`config.mk`:
```
export PLATFORM = sky130hd
export DESIGN_NAME = matrix_wr_arbiter_flat
export DESIGN_NICKNAME = d
export VERILOG_FILES = /design/src/rtl/matrix_wr_arbiter_if.sv /design/src/rtl/matrix_wr_arbiter.sv /design/src/flat_wrapper.sv
export SDC_FILE = /design/constraint.sdc
export NUM_CORES = 1
export LEC_CHECK = 0
export CAP_MARGIN = 20
export CORE_ASPECT_RATIO = 2
export CORE_UTILIZATION = 46
export DETAILED_ROUTE_END_ITERATION = 10
export PLACE_DENSITY = 0.87
export SLEW_MARGIN = 20
export SYNTH_ARGS = -nofsm -noshare
export SYNTH_HDL_FRONTEND = slang
export SYNTH_SLANG_ARGS = --single-unit
```
`constraint.sdc`:
```
create_clock -name clk -period 7.7 [get_ports clk]
set_clock_uncertainty 0.1 [all_clocks]
set_input_delay 1.925 -clock clk [delete_from_list [all_inputs] [get_ports clk]]
set_output_delay 1.925 -clock clk [all_outputs]
set_load 0.03 [all_outputs]
```
`src/rtl/matrix_wr_arbiter_if.sv`:
```
// Shared write-port bundle between the three matrix requesters and the storage write side.
interface matrix_wr_arbiter_if;
  logic [2:0]  req;
  logic [5:0]  wr_slot;
  logic [8:0]  wr_row;
  logic [8:0]  wr_col;
  logic [47:0] wr_data;
  logic [2:0]  wr_we;
  logic [8:0]  wr_dim_m;
  logic [8:0]  wr_dim_n;
  logic [2:0]  wr_dim_we;
  logic        err_clr;
  logic [2:0]  gnt;
  logic [1:0]  owner;
  logic        busy;
  logic [1:0]  mem_slot;
  logic [2:0]  mem_row;
  logic [2:0]  mem_col;
  logic [15:0] mem_data;
  logic        mem_we;
  logic [2:0]  mem_dim_m;
  logic [2:0]  mem_dim_n;
  logic        mem_dim_we;
  logic        err_timeout;
  logic        err_drop;

  modport master (
    output req, wr_slot, wr_row, wr_col, wr_data, wr_we,
           wr_dim_m, wr_dim_n, wr_dim_we, err_clr,
    input  gnt, owner, busy, mem_slot, mem_row, mem_col, mem_data, mem_we,
           mem_dim_m, mem_dim_n, mem_dim_we, err_timeout, err_drop
  );

  modport slave (
    input  req, wr_slot, wr_row, wr_col, wr_data, wr_we,
           wr_dim_m, wr_dim_n, wr_dim_we, err_clr,
    output gnt, owner, busy, mem_slot, mem_row, mem_col, mem_data, mem_we,
           mem_dim_m, mem_dim_n, mem_dim_we, err_timeout, err_drop
  );
endinterface

```
`src/rtl/matrix_wr_arbiter.sv`:
```
// Round-robin owner arbiter for the matrix write port with an idle watchdog.
//   state   | meaning
//   IDLE    | no owner; pick next eligible requester from rr_ptr
//   GRANT   | owner holds the port; its strobes are forwarded to storage
//   RELEASE | one dead cycle after a release or watchdog revoke
module matrix_wr_arbiter #(
  parameter int TIMEOUT = 1024
) (
  input logic clk,
  input logic rst_n,
  matrix_wr_arbiter_if.slave bus
);
  localparam int WD_W = $clog2(TIMEOUT);
  localparam logic [WD_W-1:0] WD_LAST = WD_W'(TIMEOUT - 1);

  typedef enum logic [1:0] {IDLE, GRANT, RELEASE} state_t;

  state_t          state, state_n;
  logic [2:0]      gnt_q, gnt_n, mask_q, mask_n;
  logic [1:0]      owner_q, owner_n, rr_q, rr_n;
  logic [WD_W-1:0] wd_q, wd_n;
  logic [1:0]      slot_q, slot_n;
  logic [2:0]      row_q, row_n, col_q, col_n, dm_q, dm_n, dn_q, dn_n;
  logic [15:0]     data_q, data_n;
  logic            we_q, we_n, dwe_q, dwe_n, et_q, et_n, ed_q, ed_n;

  // Lane 3 is a zero lane so owner = 3 never selects a live requester.
  logic [1:0]  slot_a [4];
  logic [2:0]  row_a [4], col_a [4], dm_a [4], dn_a [4];
  logic [15:0] data_a [4];
  logic [3:0]  we4, dwe4, req4;

  always_comb begin
    for (int i = 0; i < 4; i++) begin
      slot_a[i] = '0; row_a[i] = '0; col_a[i] = '0;
      data_a[i] = '0; dm_a[i] = '0; dn_a[i] = '0;
    end
    for (int i = 0; i < 3; i++) begin
      slot_a[i] = bus.wr_slot[2*i +: 2];
      row_a[i]  = bus.wr_row[3*i +: 3];
      col_a[i]  = bus.wr_col[3*i +: 3];
      data_a[i] = bus.wr_data[16*i +: 16];
      dm_a[i]   = bus.wr_dim_m[3*i +: 3];
      dn_a[i]   = bus.wr_dim_n[3*i +: 3];
    end
    we4  = {1'b0, bus.wr_we};
    dwe4 = {1'b0, bus.wr_dim_we};
    req4 = {1'b0, bus.req};
  end

  logic [2:0] elig;
  logic       pick_vld;
  logic [1:0] pick;

  always_comb begin
    logic [2:0] jj;
    elig     = bus.req & ~mask_q;
    pick_vld = 1'b0;
    pick     = 2'd0;
    jj       = 3'd0;
    for (int k = 0; k < 3; k++) begin
      jj = {1'b0, rr_q} + 3'(k);
      if (jj >= 3'd3) jj = jj - 3'd3;
      if (!pick_vld && elig[jj[1:0]]) begin
        pick_vld = 1'b1;
        pick     = jj[1:0];
      end
    end
  end

  logic own_stb, tout, drop;

  always_comb begin
    state_n = state;   gnt_n  = gnt_q;  owner_n = owner_q;
    rr_n    = rr_q;    wd_n   = wd_q;   mask_n  = mask_q & bus.req;
    slot_n  = slot_q;  row_n  = row_q;  col_n   = col_q;  data_n = data_q;
    dm_n    = dm_q;    dn_n   = dn_q;   we_n    = 1'b0;   dwe_n  = 1'b0;
    tout    = 1'b0;    drop   = 1'b0;
    own_stb = we4[owner_q] | dwe4[owner_q];
    case (state)
      IDLE: begin
        drop = |(bus.wr_we | bus.wr_dim_we);
        if (pick_vld) begin
          owner_n = pick;
          gnt_n   = 3'b001 << pick;
          rr_n    = (pick == 2'd2) ? 2'd0 : pick + 2'd1;
          wd_n    = '0;
          state_n = GRANT;
        end
      end
      GRANT: begin
        drop = |((bus.wr_we | bus.wr_dim_we) & ~gnt_q);
        if (!req4[owner_q]) begin
          gnt_n   = 3'b000;
          owner_n = 2'd3;
          state_n = RELEASE;
          if (own_stb) drop = 1'b1;
        end else if (wd_q == WD_LAST && !own_stb) begin
          gnt_n           = 3'b000;
          owner_n         = 2'd3;
          mask_n[owner_q] = 1'b1;
          tout            = 1'b1;
          state_n         = RELEASE;
        end else begin
          we_n  = we4[owner_q];
          dwe_n = dwe4[owner_q];
          if (we4[owner_q]) begin
            slot_n = slot_a[owner_q];
            row_n  = row_a[owner_q];
            col_n  = col_a[owner_q];
            data_n = data_a[owner_q];
          end
          if (dwe4[owner_q]) begin
            dm_n = dm_a[owner_q];
            dn_n = dn_a[owner_q];
          end
          wd_n = own_stb ? '0 : wd_q + 1'b1;
        end
      end
      RELEASE: begin
        drop    = |(bus.wr_we | bus.wr_dim_we);
        state_n = IDLE;
      end
      default: state_n = IDLE;
    endcase
    // A set in the same cycle as err_clr wins.
    et_n = tout | (et_q & ~bus.err_clr);
    ed_n = drop | (ed_q & ~bus.err_clr);
  end

  always_ff @(posedge clk or negedge rst_n) begin
    if (!rst_n) begin
      state  <= IDLE;  gnt_q  <= '0;  owner_q <= 2'd3;  rr_q <= '0;
      mask_q <= '0;    wd_q   <= '0;  slot_q  <= '0;    row_q <= '0;
      col_q  <= '0;    data_q <= '0;  dm_q    <= '0;    dn_q  <= '0;
      we_q   <= 1'b0;  dwe_q  <= 1'b0; et_q   <= 1'b0;  ed_q  <= 1'b0;
    end else begin
      state  <= state_n;  gnt_q  <= gnt_n;  owner_q <= owner_n;  rr_q <= rr_n;
      mask_q <= mask_n;   wd_q   <= wd_n;   slot_q  <= slot_n;   row_q <= row_n;
      col_q  <= col_n;    data_q <= data_n; dm_q    <= dm_n;     dn_q  <= dn_n;
      we_q   <= we_n;     dwe_q  <= dwe_n;  et_q    <= et_n;     ed_q  <= ed_n;
    end
  end

  assign bus.gnt         = gnt_q;
  assign bus.owner       = owner_q;
  assign bus.busy        = (state != IDLE);
  assign bus.mem_slot    = slot_q;
  assign bus.mem_row     = row_q;
  assign bus.mem_col     = col_q;
  assign bus.mem_data    = data_q;
  assign bus.mem_we      = we_q;
  assign bus.mem_dim_m   = dm_q;
  assign bus.mem_dim_n   = dn_q;
  assign bus.mem_dim_we  = dwe_q;
  assign bus.err_timeout = et_q;
  assign bus.err_drop    = ed_q;
endmodule

```
`src/flat_wrapper.sv`:
```
// flat-port wrapper written by rule: the top's interface ports become plain ports
module matrix_wr_arbiter_flat 
#(
  parameter int TIMEOUT = 1024
)
  (clk, rst_n, bus_req, bus_wr_slot, bus_wr_row, bus_wr_col, bus_wr_data, bus_wr_we, bus_wr_dim_m, bus_wr_dim_n, bus_wr_dim_we, bus_err_clr, bus_gnt, bus_owner, bus_busy, bus_mem_slot, bus_mem_row, bus_mem_col, bus_mem_data, bus_mem_we, bus_mem_dim_m, bus_mem_dim_n, bus_mem_dim_we, bus_err_timeout, bus_err_drop);
  matrix_wr_arbiter_if bus_i ();
  input logic clk;
  input logic rst_n;
  input wire logic [$bits(bus_i.req)-1:0] bus_req;
  input wire logic [$bits(bus_i.wr_slot)-1:0] bus_wr_slot;
  input wire logic [$bits(bus_i.wr_row)-1:0] bus_wr_row;
  input wire logic [$bits(bus_i.wr_col)-1:0] bus_wr_col;
  input wire logic [$bits(bus_i.wr_data)-1:0] bus_wr_data;
  input wire logic [$bits(bus_i.wr_we)-1:0] bus_wr_we;
  input wire logic [$bits(bus_i.wr_dim_m)-1:0] bus_wr_dim_m;
  input wire logic [$bits(bus_i.wr_dim_n)-1:0] bus_wr_dim_n;
  input wire logic [$bits(bus_i.wr_dim_we)-1:0] bus_wr_dim_we;
  input wire logic [$bits(bus_i.err_clr)-1:0] bus_err_clr;
  output wire logic [$bits(bus_i.gnt)-1:0] bus_gnt;
  output wire logic [$bits(bus_i.owner)-1:0] bus_owner;
  output wire logic [$bits(bus_i.busy)-1:0] bus_busy;
  output wire logic [$bits(bus_i.mem_slot)-1:0] bus_mem_slot;
  output wire logic [$bits(bus_i.mem_row)-1:0] bus_mem_row;
  output wire logic [$bits(bus_i.mem_col)-1:0] bus_mem_col;
  output wire logic [$bits(bus_i.mem_data)-1:0] bus_mem_data;
  output wire logic [$bits(bus_i.mem_we)-1:0] bus_mem_we;
  output wire logic [$bits(bus_i.mem_dim_m)-1:0] bus_mem_dim_m;
  output wire logic [$bits(bus_i.mem_dim_n)-1:0] bus_mem_dim_n;
  output wire logic [$bits(bus_i.mem_dim_we)-1:0] bus_mem_dim_we;
  output wire logic [$bits(bus_i.err_timeout)-1:0] bus_err_timeout;
  output wire logic [$bits(bus_i.err_drop)-1:0] bus_err_drop;
  assign bus_i.req = bus_req;
  assign bus_i.wr_slot = bus_wr_slot;
  assign bus_i.wr_row = bus_wr_row;
  assign bus_i.wr_col = bus_wr_col;
  assign bus_i.wr_data = bus_wr_data;
  assign bus_i.wr_we = bus_wr_we;
  assign bus_i.wr_dim_m = bus_wr_dim_m;
  assign bus_i.wr_dim_n = bus_wr_dim_n;
  assign bus_i.wr_dim_we = bus_wr_dim_we;
  assign bus_i.err_clr = bus_err_clr;
  assign bus_gnt = bus_i.gnt;
  assign bus_owner = bus_i.owner;
  assign bus_busy = bus_i.busy;
  assign bus_mem_slot = bus_i.mem_slot;
  assign bus_mem_row = bus_i.mem_row;
  assign bus_mem_col = bus_i.mem_col;
  assign bus_mem_data = bus_i.mem_data;
  assign bus_mem_we = bus_i.mem_we;
  assign bus_mem_dim_m = bus_i.mem_dim_m;
  assign bus_mem_dim_n = bus_i.mem_dim_n;
  assign bus_mem_dim_we = bus_i.mem_dim_we;
  assign bus_err_timeout = bus_i.err_timeout;
  assign bus_err_drop = bus_i.err_drop;
  matrix_wr_arbiter #(.TIMEOUT(TIMEOUT)) u_core (.clk(clk), .rst_n(rst_n), .bus(bus_i));
endmodule
```
After elaboration in Yosys (flattened, before gate mapping). Cells that the tools add are included. W data, S select, Z words.

Register bits after elaboration: 56. Input bits: 102. Output and inout bits: 40.

Add/sub/neg operators: 7. Magnitude comparators: 9. Equality and inequality tests: 8. Shifts and indexed selects: 1. Muxes and demuxes: 74. Bitwise logic cells: 15. Reduce and logical (&&, ||, !) cells: 19.

Operators by type and width (count): $mux W3 (14); $mux W10 (4); $bmux W16 S2 (1); $mux W16 (2); $mux W2 (15); $bmux W3 S2 (4); $mux W1 (21); $pmux W10 S2 (1); $bmux W1 S2 (6); $lt A2 B3 Y1 const B (4); $reduce_and A4 Y1 (3); $add A10 B1 Y10 const B (1); $eq A10 B10 Y1 const B (1); $and A3 B3 Y3 (3); $pmux W2 S2 (2); $ge A3 B2 Y1 const B (2); $not A3 Y3 (2); $or A3 B3 Y3 (2); $pmux W3 S2 (1); $reduce_or A3 Y1 (2); $sub A2 B2 Y2 const B (3); $bmux W2 S2 (1); $eq A2 B2 Y1 const B (2); $logic_and A1 B1 Y1 (4); other kinds (23) (32).

Depth between registers and ports, before layout.
Depth in word-level cells: 14. Depth in mapped cells: 10. Mapped depth without buffers: 8.

Worst setup path after synthesis. OpenSTA, ideal clock, no wires.

Path kind: input -> register. From: input port bus_req[0]. To: register u_core.gnt_q[2] (netlist: u_core.bus.gnt[2]). Setup time: 0.121 ns. Data arrival time: 3.504 ns. Required time: 7.479 ns. Slack: 3.975 ns. Stages on the path: 7. Buffers on the path: 1. Cell sequence: or3b_2 -> a21boi_0 -> o221ai_1 -> nor4_1 -> or3_1 -> buf_2 -> a22o_1.

Cells in the longest elaborated chain, start to end: 13. Elaborated cells on any way between the ends: 26. Those cells by class: 2 x eq/ne; 1 x shift; 17 x mux; 1 x bitwise; 5 x reduce/logical.

RTL lines: start, declared (RTL line flat_wrapper.sv:10) `input wire logic [$bits(bus_i.req)-1:0] bus_req;`; $and A3 B3 Y3 (RTL line matrix_wr_arbiter.sv:57) `elig = bus.req & ~mask_q;`; $bmux W1 S2 (RTL line matrix_wr_arbiter.sv:64) `if (!pick_vld && elig[jj[1:0]]) begin`; $mux W1 (not written as such) (RTL line matrix_wr_arbiter.sv:64); $mux W1 (RTL line matrix_wr_arbiter.sv:64); $logic_not A1 Y1 (RTL line matrix_wr_arbiter.sv:64); $logic_and A1 B1 Y1 (RTL line matrix_wr_arbiter.sv:64); $mux W1 (RTL line matrix_wr_arbiter.sv:64); $logic_not A1 Y1 (RTL line matrix_wr_arbiter.sv:64); $logic_and A1 B1 Y1 (RTL line matrix_wr_arbiter.sv:64); $mux W2 (RTL line matrix_wr_arbiter.sv:64); $shl A1 B2 Y3 (RTL line matrix_wr_arbiter.sv:85) `gnt_n = 3'b001 << pick;`; $mux W3 (RTL line matrix_wr_arbiter.sv:83) `if (pick_vld) begin`; $pmux W3 S2 (RTL line matrix_wr_arbiter.sv:80) `case (state)`; end signal, assigned (RTL line matrix_wr_arbiter.sv:138) `state <= state_n; gnt_q <= gnt_n; owner_q <= owner_n; rr_q <= rr_n;`; end, declared (RTL line matrix_wr_arbiter.sv:19) `logic [2:0] gnt_q, gnt_n, mask_q, mask_n;`.

Several ways; a longest one is shown, not always the timed one. The select of a mux whose other input is x is not followed. A chain may end at the register's enable or synchronous reset.

Worst setup path after layout.
From: input port bus_req[0]. To: register u_core.wd_q[3].

Cells in the longest elaborated chain, start to end: 12. Elaborated cells on any way between the ends: 19. Those cells by class: 2 x eq/ne; 11 x mux; 1 x bitwise; 5 x reduce/logical.

RTL lines: $and A3 B3 Y3 (RTL line matrix_wr_arbiter.sv:57); $bmux W1 S2 (RTL line matrix_wr_arbiter.sv:64); $mux W1 (not written as such) (RTL line matrix_wr_arbiter.sv:64); $mux W1 (RTL line matrix_wr_arbiter.sv:64); $logic_not A1 Y1 (RTL line matrix_wr_arbiter.sv:64); $logic_and A1 B1 Y1 (RTL line matrix_wr_arbiter.sv:64); $mux W1 (RTL line matrix_wr_arbiter.sv:64); $logic_not A1 Y1 (RTL line matrix_wr_arbiter.sv:64); $logic_and A1 B1 Y1 (RTL line matrix_wr_arbiter.sv:64); $mux W1 (RTL line matrix_wr_arbiter.sv:64); $ne A2 B1 Y1 (no line); $reduce_and A4 Y1 (no line) (*); end signal, assigned (RTL line matrix_wr_arbiter.sv:139) `mask_q <= mask_n; wd_q <= wd_n; slot_q <= slot_n; row_q <= row_n;`; end, declared (RTL line matrix_wr_arbiter.sv:21) `logic [WD_W-1:0] wd_q, wd_n;`.

Mark *: on every way between the ends. The rest lies on a longest branch, timed or not. The select of a mux whose other input is x is not followed.

==> impl_results.html <==
<table>
<tr><th>Metric</th><th>Value</th></tr>
<tr><th colspan="2">CTS</th></tr>
<tr><td>H-Tree Depth</td><td>2</td></tr>
<tr><td>TritonCTS buffer count</td><td>5</td></tr>
<tr><td>Clk_lat worst skew</td><td>0.30 ns</td></tr>
<tr><td>Clock input transition at the sequential cells of the worst setup and hold paths</td><td>0.06 ns</td></tr>
<tr><td>Number of clock sinks seen by CTS</td><td>56</td></tr>
<tr><td>CTS root buffer</td><td>clkbuf_16</td></tr>
<tr><td>Number of cells upsized or downsized after cts</td><td>0</td></tr>
<tr><td>Total of hold buffers inserted after clock tree synthesis</td><td>0</td></tr>
<tr><td>TritonCTS clock tree</td><td>done</td></tr>
<tr><td>CTS Buffer Depth</td><td>2</td></tr>
<tr><td>Post-CTS Repair Setup Buffers</td><td>0</td></tr>
<tr><th colspan="2">Power</th></tr>
<tr><td>Pleak</td><td>0.002167 µW</td></tr>
<tr><td>Power per cell area</td><td>370.6 mW/mm²</td></tr>
<tr><td>Worst vdd rail ir drop</td><td>0.0002289 V</td></tr>
<tr><td>Post-route total power</td><td>1779 µW</td></tr>
<tr><th colspan="2">Global routing</th></tr>
<tr><td>Maximum number of pins on one net before global-route repair</td><td>57</td></tr>
<tr><td>Wire length of the first global-routing pass</td><td>15280 µm</td></tr>
<tr><td>Antenna violations before repair</td><td>0</td></tr>
<tr><td>Total congestion overflow</td><td>0</td></tr>
<tr><td>Vias in the first global route</td><td>3330</td></tr>
<tr><td>Global-route total usage across every layer</td><td>28.65%</td></tr>
<tr><th colspan="2">Cells and area</th></tr>
<tr><td>Diode count</td><td>0</td></tr>
<tr><td>Area delta synth-&gt;final</td><td>51.24%</td></tr>
<tr><td>Nets@finish</td><td>595</td></tr>
<tr><td>Fraction of final layout cells with drive strength greater than 1</td><td>4.694%</td></tr>
<tr><td># fillers</td><td>517</td></tr>
<tr><th colspan="2">Yosys</th></tr>
<tr><td>Synth Area in Simple Gates</td><td>18.92%</td></tr>
<tr><td>Yosys top cell by area</td><td>dfrtp_1</td></tr>
<tr><td>Most instantiated cells after synthesis</td><td>54 x dfrtp_1, 43 x nand2_1, 40 x nor2_1</td></tr>
<tr><td>Leading cell type by number of instances after synthesis</td><td>dfrtp_1</td></tr>
<tr><td>Portion of synthesized cell area occupied by the leading cell type</td><td>42.57%</td></tr>
<tr><td>Xor and xnor fraction of the mapped netlist area</td><td>0%</td></tr>
<tr><td>Post-synth cell types</td><td>47</td></tr>
<tr><td>Net count of the mapped netlist</td><td>464</td></tr>
<tr><td>Sequential-to-total area share from yosys stat</td><td>44.23%</td></tr>
<tr><td>Most frequently used flop master after synthesis</td><td>dfrtp_1</td></tr>
<tr><td>Number of synthesized flops with an enable pin</td><td>0</td></tr>
<tr><td>Post-synthesis area per instance</td><td>8.867 µm²</td></tr>
<tr><td>Mux cell area share after synthesis</td><td>11.35%</td></tr>
<tr><td>Synthesized netlist cell count</td><td>358</td></tr>
<tr><td>Share of the synthesized area in compound gates (AO/OA/AOI/OAI)</td><td>19.63%</td></tr>
<tr><td>Synth async-reset ratio</td><td>100.0%</td></tr>
<tr><td>Total of flip-flops plus latches after synthesis</td><td>56</td></tr>
<tr><td>Cell area after technology mapping</td><td>0.003174 mm²</td></tr>
<tr><td>Main combinational cell family by area after synthesis</td><td>compound AO/OA/AOI/OAI gates</td></tr>
<tr><td>Biggest area contributors in the synthesized netlist</td><td>dfrtp_1 43%, mux2i_1 11%, a21oi_1 5.8%</td></tr>
<tr><td>Synthesized-area fraction occupied by adder cells</td><td>1.577%</td></tr>
<tr><td>Warning count from the yosys run</td><td>0</td></tr>
<tr><th colspan="2">Flow run</th></tr>
<tr><td>Number of max-cap violations</td><td>0</td></tr>
<tr><th colspan="2">Drt</th></tr>
<tr><td>DRC violations left</td><td>0</td></tr>
<tr><td>Average detailed-routed wire length per instance</td><td>16.27 µm</td></tr>
<tr><td>DRT iter0 DRCs</td><td>165</td></tr>
<tr><td>Number of vias in the routed layout</td><td>3193</td></tr>
<tr><td>Drt total wl</td><td>9402 µm</td></tr>
<tr><td>Antenna-violating nets left</td><td>0</td></tr>
<tr><td>Router iterations before antenna repair</td><td>6</td></tr>
<tr><td>Detail-routed via count per cell</td><td>5.524</td></tr>
<tr><th colspan="2">Worst setup path</th></tr>
<tr><td>Stage delay of the slowest cell on the critical path</td><td>0.65 ns</td></tr>
<tr><td>Cell with the biggest individual delay on the critical path</td><td>o31ai_1</td></tr>
<tr><td>Setup CP Type</td><td>input port to flop</td></tr>
<tr><td>Type of element launching the critical path</td><td>input port</td></tr>
<tr><td>Sequence of cells on the critical path</td><td>clkdlybuf4s50_1 &gt; or3b_2 &gt; a21boi_0 &gt; o221ai_1 &gt; o31ai_1 &gt; nand2_2 &gt; a31oi_1</td></tr>
<tr><td>Family of cells with the greatest summed delay on the critical path</td><td>compound AO/OA/AOI/OAI gates</td></tr>
<tr><td>Count of buffering cells on the critical path with inverters included</td><td>1</td></tr>
<tr><td>Worst Path Required</td><td>7.81 ns</td></tr>
<tr><td>Critical path arrival</td><td>4.25 ns</td></tr>
<tr><td>Worst Setup End Kind</td><td>flop</td></tr>
<tr><td>Maximum net fanout on the critical path</td><td>8</td></tr>
<tr><th colspan="2">Floorplanning</th></tr>
<tr><td>I/O pin count</td><td>142</td></tr>
<tr><td>Std-Cell Rows</td><td>42</td></tr>
<tr><td>Vertical die dimension</td><td>119.5 µm</td></tr>
<tr><td>Full die area</td><td>0.007257 mm²</td></tr>
<tr><td>Starting Density</td><td>47.94%</td></tr>
<tr><td>Core Region</td><td>0.006621 mm²</td></tr>
<tr><td>Die outline width</td><td>60.74 µm</td></tr>
<tr><th colspan="2">Timing</th></tr>
<tr><td>Max-slew violations</td><td>0</td></tr>
<tr><td>Highest clock frequency the design can meet</td><td>0.2412 GHz</td></tr>
<tr><td>Share of the clock period used by the worst path after layout</td><td>53.84%</td></tr>
<tr><td>Transition at the pin with the smallest max-transition slack</td><td>0.8692 ns</td></tr>
<tr><td>Number of failing setup endpoints in the final timing report</td><td>0</td></tr>
<tr><td>Setup repair after global routing missed its margin</td><td>no</td></tr>
<tr><td>Total Neg Setup Slack</td><td>0 ns</td></tr>
<tr><td>Final hold violation count</td><td>0</td></tr>
<tr><td>Post-layout minimum cycle time</td><td>4.145 ns</td></tr>
<tr><td>Headroom to the max-slew limit</td><td>40.55%</td></tr>
<tr><th colspan="2">Placed design</th></tr>
<tr><td>Final estimated routing congestion in global placement</td><td>0.8931</td></tr>
<tr><td>Post-DP HPWL</td><td>7111 µm</td></tr>
<tr><td>IO buf count</td><td>141</td></tr>
<tr><th colspan="2">Hold path</th></tr>
<tr><td>Min-Delay Path Class</td><td>flop to flop</td></tr>
<tr><th colspan="2">Status</th></tr>
<tr><td>Result of the run</td><td>completed</td></tr>
</table>
==> worst register-to-register path, cell delays in order, from the launching register on <==
cell and delay, ns:
dfstp_2 1.01, nor2b_4 0.81, o2bb2ai_1 0.28, and2_1 0.25, nand2_1 0.34, buf_4 0.36, nand2_1 0.10, o21ai_0 0.08
==> cells by family (layout without fill, tap and decap cells) <==
group / count (synthesis) / in the layout
buf+inv: 31 / 163
flops: 56 / 56
mux: 36 / 36
simple gates: 126 / 126
fa+ha+maj: 4 / 4
compound gates: 105 / 105
==> metrics by stage <==
| step | worst slack (ns) | util, % | instances | instance area (µm²) | hold slack (ns) |
|---|---|---|---|---|---|
| 6_report | 3.555 | 72.51 | 578 | 4801 | 0.3814 |
| 5_1_grt | 3.295 | 72.51 | 578 | 4801 | 0.4136 |
| 4_1_cts | 3.532 | 72.51 | 578 | 4801 | 0.3852 |
| 3_5_place_dp | 3.229 | 69.82 | 570 | 4623 | 0.3697 |
| 3_3_place_gp | 3.379 | 69.75 | 570 | 4618 | 0.3597 |
| 2_1_floorplan | 3.975 | - | 358 | 3174 | 0.3427 |
==> metal layers <==
layer,GRT usage (%),vias up,part of all wire [%]
li1,-,1525,-
met5,0,-,0
met1,29.13,1499,34
met2,51.79,133,57
met4,14.35,0,4.2
met3,5.972,36,5.1
==> sequential cells by signal, summed over array words and instances (netlist names), 3 cells and up <==
| signal | cells |
|---|---|
| u_core.bus.mem_row | 3 |
| u_core.bus.mem_dim_n | 3 |
| u_core.bus.mem_col | 3 |
| u_core.bus.gnt | 3 |
| u_core.wd_q | 10 |
| u_core.mask_q | 3 |
| u_core.bus.mem_dim_m | 3 |
| u_core.bus.mem_data | 16 |
==> cell type report <==
class / count / area (µm²) / area share (%)
repair buffers: 144 / 1429 / 29.76
well taps: 88 / 110.1 / 2.293
inverters: 11 / 41.29 / 0.8600
multi-input cells: 271 / 1639 / 34.14
clock buffers: 6 / 138.9 / 2.893
clock inverters: 2 / 38.79 / 0.8079
flip-flops and latches: 56 / 1404 / 29.24
==> worst paths after layout <==
check | startpoint | depth (start not counted) | end | slack [ns]
worst min-delay path | u_core.bus.mem_data[0] | 2 | u_core.bus.mem_data[0] | 0.38
worst max-delay path | bus_req[0] | 7 | u_core.wd_q[3] | 3.55
max in group asynchronous | rst_n | 2 | u_core.wd_q[6] | 5.37
min in group asynchronous | rst_n | 2 | u_core.bus.mem_data[7] | 1.65
worst min register to register | u_core.bus.mem_data[0] | 2 | u_core.bus.mem_data[0] | 0.38
worst max register to register | u_core.bus.owner[1] | 7 | u_core.bus.mem_data[7] | 4.24
==> report_power, final <==
part           total, µW  switching, µW  internal (µW)
Combinational       1010            596            414
Sequential           503           96.1            406
Clock                267            104            163
Total               1780            796            983
==> cell usage in the layout (no fill, tap or decap), types with 3 or more instances in the layout <==
cell type,count
nand3_1,8
inv_1,11
clkbuf_16,5
clkdlybuf4s50_1,140
nor2b_1,5
ha_1,4
a31oi_1,11
a21oi_1,37
o21ai_0,34
dfrtp_1,54
nand2_1,43
nor2_1,40
a21o_1,3
nand2b_1,7
a22o_1,3
buf_4,3
mux2i_1,36
and3_1,4
(Power assumes the default switching activity.)
